--- src/rtl/ro_window_counter_if.sv ---
// Result handshake bundle for ro_window_counter: latched count, overflow flag, valid/ready.
interface ro_window_counter_if #(
  parameter int unsigned CNT_W = 16
) ();
  logic [CNT_W-1:0] count_out;
  logic             count_valid;
  logic             count_ready;
  logic             overflow;

  modport master (
    output count_out,
    output count_valid,
    output overflow,
    input  count_ready
  );

  modport slave (
    input  count_out,
    input  count_valid,
    input  overflow,
    output count_ready
  );
endinterface

--- src/rtl/ro_window_counter.sv ---
// Gated ring-oscillator edge counter producing one result per window on a valid/ready port.
// Optional feature: define ROCNT_SATURATE_EN to saturate the edge counter instead of wrapping.
module ro_window_counter #(
  parameter int unsigned CNT_W       = 16,
  parameter int unsigned WIN_W       = 16,
  parameter int unsigned SYNC_STAGES = 2
) (
  input  logic                clk,
  input  logic                rst,
  input  logic                ro_in,
  input  logic [WIN_W-1:0]    window_len,
  input  logic                start,
  input  logic                continuous,
  ro_window_counter_if.master res,
  output logic                overrun,
  output logic                busy
);

  typedef enum logic {
    IDLE,
    MEASURE
  } state_e;

  state_e                 state_q;
  logic [SYNC_STAGES-1:0] sync_q;
  logic                   hist_q;
  logic [WIN_W-1:0]       win_cnt_q;
  logic [CNT_W-1:0]       edge_cnt_q;
  logic                   ovf_q;
  logic [CNT_W-1:0]       count_out_q;
  logic                   count_valid_q;
  logic                   overflow_q;
  logic                   overrun_q;
  logic                   busy_q;

  logic                   edge_det;
  logic [CNT_W-1:0]       edge_cnt_d;
  logic                   ovf_d;
  logic                   win_end;
  logic                   res_load;

  assign edge_det = sync_q[SYNC_STAGES-1] & ~hist_q;
  assign win_end  = (state_q == MEASURE) && (win_cnt_q == WIN_W'(1));
  assign res_load = win_end && (!count_valid_q || res.count_ready);

  always_ff @(posedge clk or posedge rst) begin
    if (rst) begin
      sync_q <= '0;
      hist_q <= 1'b0;
    end else begin
      sync_q <= {sync_q[SYNC_STAGES-2:0], ro_in};
      hist_q <= sync_q[SYNC_STAGES-1];
    end
  end

  // Count including the edge seen this cycle, so the last window cycle is not lost.
  always_comb begin
    edge_cnt_d = edge_cnt_q;
    ovf_d      = ovf_q;
    if (edge_det) begin
      if (edge_cnt_q == '1) begin
        ovf_d = 1'b1;
`ifdef ROCNT_SATURATE_EN
        edge_cnt_d = edge_cnt_q;
`else
        edge_cnt_d = '0;
`endif
      end else begin
        edge_cnt_d = edge_cnt_q + 1'b1;
      end
    end
  end

  always_ff @(posedge clk or posedge rst) begin
    if (rst) begin
      state_q       <= IDLE;
      win_cnt_q     <= '0;
      edge_cnt_q    <= '0;
      ovf_q         <= 1'b0;
      count_out_q   <= '0;
      count_valid_q <= 1'b0;
      overflow_q    <= 1'b0;
      overrun_q     <= 1'b0;
      busy_q        <= 1'b0;
    end else begin
      overrun_q <= win_end && !res_load;

      if (res_load) begin
        count_out_q   <= edge_cnt_d;
        overflow_q    <= ovf_d;
        count_valid_q <= 1'b1;
      end else if (count_valid_q && res.count_ready) begin
        count_valid_q <= 1'b0;
      end

      case (state_q)
        IDLE: begin
          if (start && (window_len != '0)) begin
            state_q    <= MEASURE;
            busy_q     <= 1'b1;
            win_cnt_q  <= window_len;
            edge_cnt_q <= '0;
            ovf_q      <= 1'b0;
          end
        end
        MEASURE: begin
          if (win_cnt_q == WIN_W'(1)) begin
            if (continuous && (window_len != '0)) begin
              win_cnt_q  <= window_len;
              edge_cnt_q <= '0;
              ovf_q      <= 1'b0;
            end else begin
              state_q <= IDLE;
              busy_q  <= 1'b0;
            end
          end else begin
            win_cnt_q  <= win_cnt_q - 1'b1;
            edge_cnt_q <= edge_cnt_d;
            ovf_q      <= ovf_d;
          end
        end
        default: begin
          state_q <= IDLE;
          busy_q  <= 1'b0;
        end
      endcase
    end
  end

  assign res.count_out   = count_out_q;
  assign res.count_valid = count_valid_q;
  assign res.overflow    = overflow_q;
  assign overrun         = overrun_q;
  assign busy            = busy_q;

endmodule

--- src/flat_wrapper.sv ---
// flat-port wrapper written by rule: the top's interface ports become plain ports
module ro_window_counter_flat 
#(
  parameter int unsigned CNT_W       = 16,
  parameter int unsigned WIN_W       = 16,
  parameter int unsigned SYNC_STAGES = 2
)
  (clk, rst, ro_in, window_len, start, continuous, overrun, busy, res_count_out, res_count_valid, res_overflow, res_count_ready);
  ro_window_counter_if #(.CNT_W(CNT_W)) res_i ();
  input  logic clk;
  input  logic rst;
  input  logic ro_in;
  input  logic [WIN_W-1:0] window_len;
  input  logic start;
  input  logic continuous;
  output logic overrun;
  output logic busy;
  output wire logic [$bits(res_i.count_out)-1:0] res_count_out;
  output wire logic [$bits(res_i.count_valid)-1:0] res_count_valid;
  output wire logic [$bits(res_i.overflow)-1:0] res_overflow;
  input wire logic [$bits(res_i.count_ready)-1:0] res_count_ready;
  assign res_count_out = res_i.count_out;
  assign res_count_valid = res_i.count_valid;
  assign res_overflow = res_i.overflow;
  assign res_i.count_ready = res_count_ready;
  ro_window_counter #(.CNT_W(CNT_W), .WIN_W(WIN_W), .SYNC_STAGES(SYNC_STAGES)) u_core (.clk(clk), .rst(rst), .ro_in(ro_in), .window_len(window_len), .start(start), .continuous(continuous), .res(res_i), .overrun(overrun), .busy(busy));
endmodule
--- config.mk ---
export PLATFORM = sky130hd
export DESIGN_NAME = ro_window_counter_flat
export DESIGN_NICKNAME = d
export VERILOG_FILES = /design/src/rtl/ro_window_counter_if.sv /design/src/rtl/ro_window_counter.sv /design/src/flat_wrapper.sv
export SDC_FILE = /design/constraint.sdc
export NUM_CORES = 1
export LEC_CHECK = 0
export CORE_MARGIN = 1.5
export CORE_UTILIZATION = 55
export CTS_BUF_LIST = sky130_fd_sc_hd__clkbuf_8 sky130_fd_sc_hd__clkbuf_16
export DETAILED_ROUTE_END_ITERATION = 7
export GPL_ROUTABILITY_DRIVEN = 0
export MAX_ROUTING_LAYER = met4
export PLACE_DENSITY = 0.8
export SETUP_SLACK_MARGIN = 0.05
export SLEW_MARGIN = 15
export SYNTH_ARGS = -nofsm -noshare
export SYNTH_HDL_FRONTEND = slang
export SYNTH_SLANG_ARGS = --single-unit
--- constraint.sdc ---
create_clock -name clk -period 3.13 [get_ports clk]
set_clock_uncertainty 0.15 [all_clocks]
set_input_delay 0.626 -clock clk [delete_from_list [all_inputs] [get_ports clk]]
set_output_delay 0.626 -clock clk [all_outputs]
set_load 0.02 [all_outputs]
### Yosys cells after proc, flatten, opt, wreduce, memory -nomap -nowiden

Index checks and enable logic that the tools add are counted.

* output and inout bits: 20
* register bits after elaboration: 57
* input port bits: 22

* multiplexer cells: 26
* reductions and logical operators: 13
* bitwise logic cells: 3
* add/sub/neg operators: 2
* equality and inequality tests: 6

Operators with widths (count)
* $mux W16: 8
* $pmux W16 S2: 2
* $add A16 B1 Y16 const B: 1
* $eq A16 B1 Y1 const B: 1
* $eq A16 B16 Y1 const B: 1
* $reduce_bool A16 Y1: 1
* $sub A16 B1 Y16 const B: 1
* $mux W1: 13
* $logic_and A1 B1 Y1: 6
* $pmux W1 S2: 3
* $ne A2 B2 Y1 const B: 2
* $ne A3 B3 Y1 const B: 1
* $reduce_and A3 Y1: 1
* $logic_not A1 Y1: 2
* $ne A2 B1 Y1 const B: 1
* $not A1 Y1: 2
* $reduce_and A2 Y1: 1
* $reduce_bool A2 Y1: 1
* $and A1 B1 Y1: 1
* $logic_or A1 B1 Y1: 1

### Depth between registers and ports, before layout

Gate-level depths: netlist of run 1.

* depth in word-level cells: 5
* depth in mapped cells: 9
* mapped depth without buffers: 8

### Worst setup path before layout of run 1

OpenSTA, ideal clock, no wires.

* kind: register -> register
* from: register u_core.win_cnt_q[2]
* to: register u_core.edge_cnt_q[12]
* stages on the path, launching flop included: 8
* slack: 0.781 ns
* required time: 2.854 ns
* path buffers: 2
* arrival time: 2.073 ns
* cells stage by stage: dfrtp_1 or4_1 buf_2 or3_4 o21ai_4 buf_6 nor3b_1 a221o_1

* cells in the longest elaborated chain, start to end: 3

RTL lines
* start, declared: line ro_window_counter.sv:27 `logic [WIN_W-1:0] win_cnt_q;`
* start signal, assigned: line ro_window_counter.sv:101 `win_cnt_q <= window_len;`
* start signal, assigned: line ro_window_counter.sv:109 `win_cnt_q <= window_len;`
* start signal, assigned: line ro_window_counter.sv:117 `win_cnt_q <= win_cnt_q - 1'b1;`
* $eq A16 B1 Y1 (*): line ro_window_counter.sv:107 `if (win_cnt_q == WIN_W'(1)) begin`
* $mux W16 / $ne A3 B3 Y1 (equally long branches)
* $pmux W16 S2 / $reduce_and A2 Y1 (equally long branches)
* end signal, assigned: line ro_window_counter.sv:118 `edge_cnt_q <= edge_cnt_d;`
* end, declared: line ro_window_counter.sv:28 `logic [CNT_W-1:0] edge_cnt_q;`

Every way passes the cells marked *; elsewhere a longest branch is shown, timed or not.
A chain may end at the register's enable or synchronous reset.

### Worst setup path in the final report of run 1

* from: register u_core.edge_cnt_q[3]
* to: register u_core.edge_cnt_q[11]

* cells in the longest elaborated chain, start to end: 5

RTL lines
* $add A16 B1 Y16 / $eq A16 B16 Y1 (equally long branches): line ro_window_counter.sv:69, ro_window_counter.sv:61
* $mux W16 (*): line ro_window_counter.sv:61 `if (edge_cnt_q == '1) begin`
* $mux W16 (*): line ro_window_counter.sv:60 `if (edge_det) begin`
* $mux W16 (*): line ro_window_counter.sv:107
* $pmux W16 S2 (*): line ro_window_counter.sv:96 `case (state_q)`

Marked as above.

==> qor.csv, run 1 <==
metric,value,unit
cts-root-buf,clkbuf_8,
pre_cts_ws,0.370,ns
clockBufferDepth,2,
setup_tns,0,ns
vdd_drop_max,401,uV
fin_crit_sh,0.866,
dieArea,6260,um2
clk_pin_slew,0.07,ns
htreeDepth,3,
crit_fanout,7,
critPathCaptureType,flop,
synthArstFlopShare,1.00,
ioPinCount,42,
timing.fmax,369,MHz
drv_cap,0,
grt_pass1_wl,13600,um
tightest_slew,0.773,ns
synthFlopType,dfrtp_1,
period_minus_slack,2.71,ns
rows,27,
wl_per_cell,17.5,um
chipWidth,79.1,um
drt-initial-drc-count,246,
multi_input_area,1640,um2
track_usage,0.293,
synth.area.top_cells,"dfrtp_1, nand2_1, nand3_1, a221o_1, nor2_1",
antenna_cells,0,
cts_made_buffers,9,
antenna_left,0,
grt_max_degree,25,
arrival,2.79,ns
crit_type,flop to flop,
rsz0062_at_grt,no,
coreArea,5540,um2
synth_top_area_frac,0.448,
dr.pass1.iters,5,
syn-num-nets,362,
fill_cells,458,
clock_sinks,57,
cts_setup_buffers,0,
register_area,1430,um2
die_h,79.1,um
cts_hold_buf,0,
yosys_warnings,0,
area_delta_synth_final,23.1,%
required,3.21,ns
drc_errors,0,
overflow,0,
yosysTopAreaCell,dfrtp_1,
place_area,3700,um2
final_max_slew_viol_count,0,
powerDensity,577,nW/um2
via_count,2959,
portBuffers,41,
drive_above_1_share,0.127,
start_kind,flop,
wirelength,8020,um
start_util,0.575,
ys_ff_latch,57,
syn_area_per_cell,9.45,um2
synth_area,3180,um2
finalHoldViolCount,0,
cts_resized,0,
setup_ws,0.419,ns
hpwl,5680,um
clk_latency,0.35,ns
netlist_instances,337,
synth_cell_types,64,
grt_pass1_vias,2881,
fin_area,3920,um2
synth-edff-count,0,
p_leak,1.62,nW
status,completed,
cts_tree,done,
nNetsFinal,407,
max_slew_margin,0.480,
via_per_inst,6.45,
holdCritPathClass,flop to flop,
setup_viol,0,
yosysSeqAreaShare,0.448,
antenna_found_initial,0,
-- through the flow --
step           hold WS, ns  cells   util  power (mW)
2_1_floorplan        0.181    337      -        1.32
3_3_place_gp         0.182    443  0.668        1.45
3_5_place_dp         0.188    443  0.668        1.48
4_1_cts              0.203    459  0.708        2.25
5_1_grt              0.220    459  0.708        2.36
6_report             0.200    459  0.708        2.26
-- cells by family after synthesis --
logic type      after synthesis  synth area share
compound gates               74             0.178
xor+xnor                     12            0.0330
fa+ha+maj                     3            0.0118
buf+inv                      28            0.0373
flops                        57             0.448
mux                           8            0.0263
simple gates                155             0.266
-- cell usage in the layout (no fill, tap or decap), types with 4 or more instances in the layout --
| master | instances |
|---|---|
| a21oi_1 | 8 |
| nor3_1 | 14 |
| buf_4 | 14 |
| o211ai_1 | 6 |
| and2_1 | 4 |
| a221o_1 | 8 |
| clkbuf_8 | 10 |
| o31ai_1 | 6 |
| nand2_1 | 31 |
| or3_1 | 6 |
| o21ai_0 | 13 |
| nand4b_1 | 4 |
| o221a_2 | 5 |
| xnor2_1 | 9 |
| and3_1 | 8 |
| a31oi_1 | 5 |
| nor4_1 | 11 |
| nand4_1 | 7 |
| nand3_1 | 23 |
| mux2i_1 | 5 |
| nor2_1 | 21 |
| clkdlybuf4s50_1 | 41 |
| inv_1 | 7 |
| dfrtp_1 | 57 |
-- state kept, by name, summed over array words and instances, names as in the netlist --
name	cells
u_core.busy	1
u_core.edge_cnt_q	16
u_core.hist_q	1
u_core.overrun	1
u_core.ovf_q	1
u_core.res.count_out	16
u_core.res.count_valid	1
u_core.res.overflow	1
u_core.state_q	1
u_core.sync_q	2
u_core.win_cnt_q	16
-- per-layer routing --
metal  vias up  GRT usage  routed length (um)
li1       1362          -                   -
met1      1432      0.353                3280
met2       140      0.467                3990
met3        25     0.0540                 519
met4         0      0.163                 234
met5         -          -                   0
-- synth_stat cells, drive strengths merged (6+ instances only) --
cell / number
a21oi: 8
a221o: 8
and2: 6
and3: 8
clkbuf: 16
dfrtp: 57
inv: 7
nand2: 32
nand3: 23
nand4: 8
nor2: 21
nor3: 16
nor4: 11
o211ai: 6
o21ai: 14
o31ai: 6
or3: 7
xnor2: 9
-- power breakdown --
part           switching, mW  internal [mW]  leakage (nW)
registers              0.164          0.855         0.732
logic                  0.234          0.229         0.774
clock network          0.315          0.465         0.117
total                  0.713           1.55          1.62
-- final timing paths --
check | slack, ns | from | endpoint | cells after the start
min in group asynchronous | 0.42 | rst | u_core.res.count_out[15] | 2
setup reg to reg | 0.42 | u_core.edge_cnt_q[3] | u_core.edge_cnt_q[11] | 5
setup / recovery | 0.42 | u_core.edge_cnt_q[3] | u_core.edge_cnt_q[11] | 5
hold / removal | 0.20 | u_core.sync_q[0] | u_core.sync_q[1] | 0
max in group asynchronous | 1.79 | rst | u_core.win_cnt_q[14] | 3
hold reg to reg | 0.20 | u_core.sync_q[0] | u_core.sync_q[1] | 0
-- critical path, stage by stage, from the launching register on --
cell	delay [ns]
dfrtp_1	0.45
nand3_1	0.21
or2_1	0.38
nor4_1	0.71
nor2_1	0.33
a221o_1	0.36
-- layout make-up --
| type | instances | area share |
|---|---|---|
| inverters | 7 | 0.00670 |
| clock buffers | 10 | 0.0351 |
| repair buffers | 55 | 0.131 |
| flip-flops and latches | 57 | 0.364 |
| multi-input cells | 252 | 0.419 |
| well taps | 72 | 0.0230 |
| clock inverters | 6 | 0.0211 |
No activity file was read; power rests on OpenSTA's default activity.
==> run 2: changes to the inputs <==
- RECOVER_POWER: default -> 25
==> qor.csv, run 2 (synthesis gave the netlist of run 1 again) <==
metric,value,unit,change
clockBufferDepth,2,,unchanged
final_common_cell,dfrtp_1,,unchanged
tightest_slew,1.10,ns,was 0.773 ns
required,3.21,ns,about the same
via_count,2975,,was 2959
antenna_found_initial,0,,unchanged
holdCritPathClass,flop to flop,,unchanged
p_leak,1.62,nW,about the same
fin_crit_sh,0.866,,about the same
antenna_cells,0,,unchanged
fill_cells,460,,was 458
critPathCaptureType,flop,,unchanged
cts_resized,0,,unchanged
wirelength,8070,um,was 8020 um
clk_pin_slew,0.07,ns,about the same
start_util,0.575,,unchanged
arrival,2.79,ns,about the same
rows,27,,unchanged
crit_type,flop to flop,,unchanged
vdd_drop_max,399,uV,was 401 uV
grt_pass1_wl,13600,um,unchanged
grt_pass1_vias,2881,,unchanged
period_minus_slack,2.71,ns,about the same
overflow,0,,unchanged
dp_cells,443,,unchanged
drv_cap,0,,unchanged
drive_above_1_share,0.121,,was 0.127
area_delta_synth_final,23.0,%,was 23.1%
clk_latency,0.35,ns,about the same
cts-root-buf,clkbuf_8,,unchanged
htreeDepth,3,,unchanged
setup_tns,0,ns,unchanged
rsz0062_at_grt,no,,unchanged
die_h,79.1,um,unchanged
cts_setup_buffers,0,,unchanged
clock_sinks,57,,unchanged
portBuffers,41,,unchanged
most-common-layout-cells,"dfrtp_1, clkdlybuf4s50_1, nand2_1",,unchanged
timing.fmax,369,MHz,about the same
max_slew_margin,0.264,,was 0.480
final_max_slew_viol_count,0,,unchanged
crit_fanout,7,,unchanged
status,completed,,unchanged
dr.pass1.iters,6,,was 5
start_kind,flop,,unchanged
hpwl,5680,um,unchanged
grt_max_degree,25,,unchanged
chipWidth,79.1,um,unchanged
cts_tree,done,,unchanged
cts_hold_buf,0,,unchanged
drt-initial-drc-count,248,,was 246
ioPinCount,42,,unchanged
finalHoldViolCount,0,,unchanged
drc_errors,0,,unchanged
powerDensity,576,nW/um2,was 577 nW/um2
via_per_inst,6.48,,was 6.45
dieArea,6260,um2,unchanged
nNetsFinal,407,,unchanged
coreArea,5540,um2,unchanged
fin_cells,459,,unchanged
wl_per_cell,17.6,um,was 17.5 um
cts_made_buffers,9,,unchanged
antenna_left,0,,unchanged
track_usage,0.293,,unchanged
setup_viol,0,,unchanged
run 2: final timing paths:
check | from | endpoint | slack [ns] | depth (start not counted)
max | u_core.edge_cnt_q[3] | u_core.edge_cnt_q[11] | 0.42 | 5
min | u_core.sync_q[0] | u_core.sync_q[1] | 0.20 | 0
max reg2reg | u_core.edge_cnt_q[3] | u_core.edge_cnt_q[11] | 0.42 | 5
min reg2reg | u_core.sync_q[0] | u_core.sync_q[1] | 0.20 | 0
max in group asynchronous | rst | u_core.win_cnt_q[14] | 0.71 | 3
min in group asynchronous | rst | u_core.res.count_out[15] | 0.67 | 2
run 2: worst max-delay path, stage by stage, from the launching register on:
cell and delay [ns]:
dfrtp_1 0.45, nand3_1 0.21, or2_1 0.38, nor4_1 0.71
nor2_1 0.33, a221o_1 0.36
run 2: cell type report:
| type | instances | area (um2) | share of cell area |
|---|---|---|---|
| multi-input combinational | 252 | 1640 | 0.419 |
| sequential | 57 | 1430 | 0.364 |
| timing repair buffer | 55 | 512 | 0.131 |
| clock buffer | 10 | 138 | 0.0351 |
| tap | 72 | 90.1 | 0.0230 |
| clock inverter | 6 | 82.6 | 0.0211 |
| inverter | 7 | 26.3 | 0.00671 |
run 2: per-stage QoR:
stage / setup slack [ns] / util / instance area (um2) / hold WS, ns / power (mW)
finish: 0.418 / 0.707 / 3920 / 0.200 / 2.26
global route: 0.295 / 0.707 / 3920 / 0.220 / 2.36
CTS: 0.469 / 0.708 / 3920 / 0.203 / 2.25
detailed placement: 0.370 / 0.668 / 3700 / 0.188 / 1.48
global placement: 0.430 / 0.668 / 3700 / 0.182 / 1.45
floorplan: 0.781 / - / 3180 / 0.181 / 1.32
run 2: power by group:
group / internal (mW) / total [mW] / leakage, nW / switching [mW]
registers: 0.855 / 1.02 / 0.732 / 0.163
logic: 0.228 / 0.463 / 0.772 / 0.235
clock network: 0.465 / 0.777 / 0.117 / 0.312
total: 1.55 / 2.26 / 1.62 / 0.709
run 2: per-layer routing:
layer	vias up	global-route usage	routed length, um
li1	1364	-	-
met1	1441	0.353	3290
met2	145	0.467	4000
met3	25	0.0540	528
met4	0	0.163	246
met5	-	-	0
==> run 3: changes to the inputs <==
- ABC_CLOCK_PERIOD_IN_PS: default -> 3130
- SKIP_CTS_REPAIR_TIMING: default -> 1
==> results of run 3 <==
No change in the layout: final DEF, timing and power equal those of run 2.
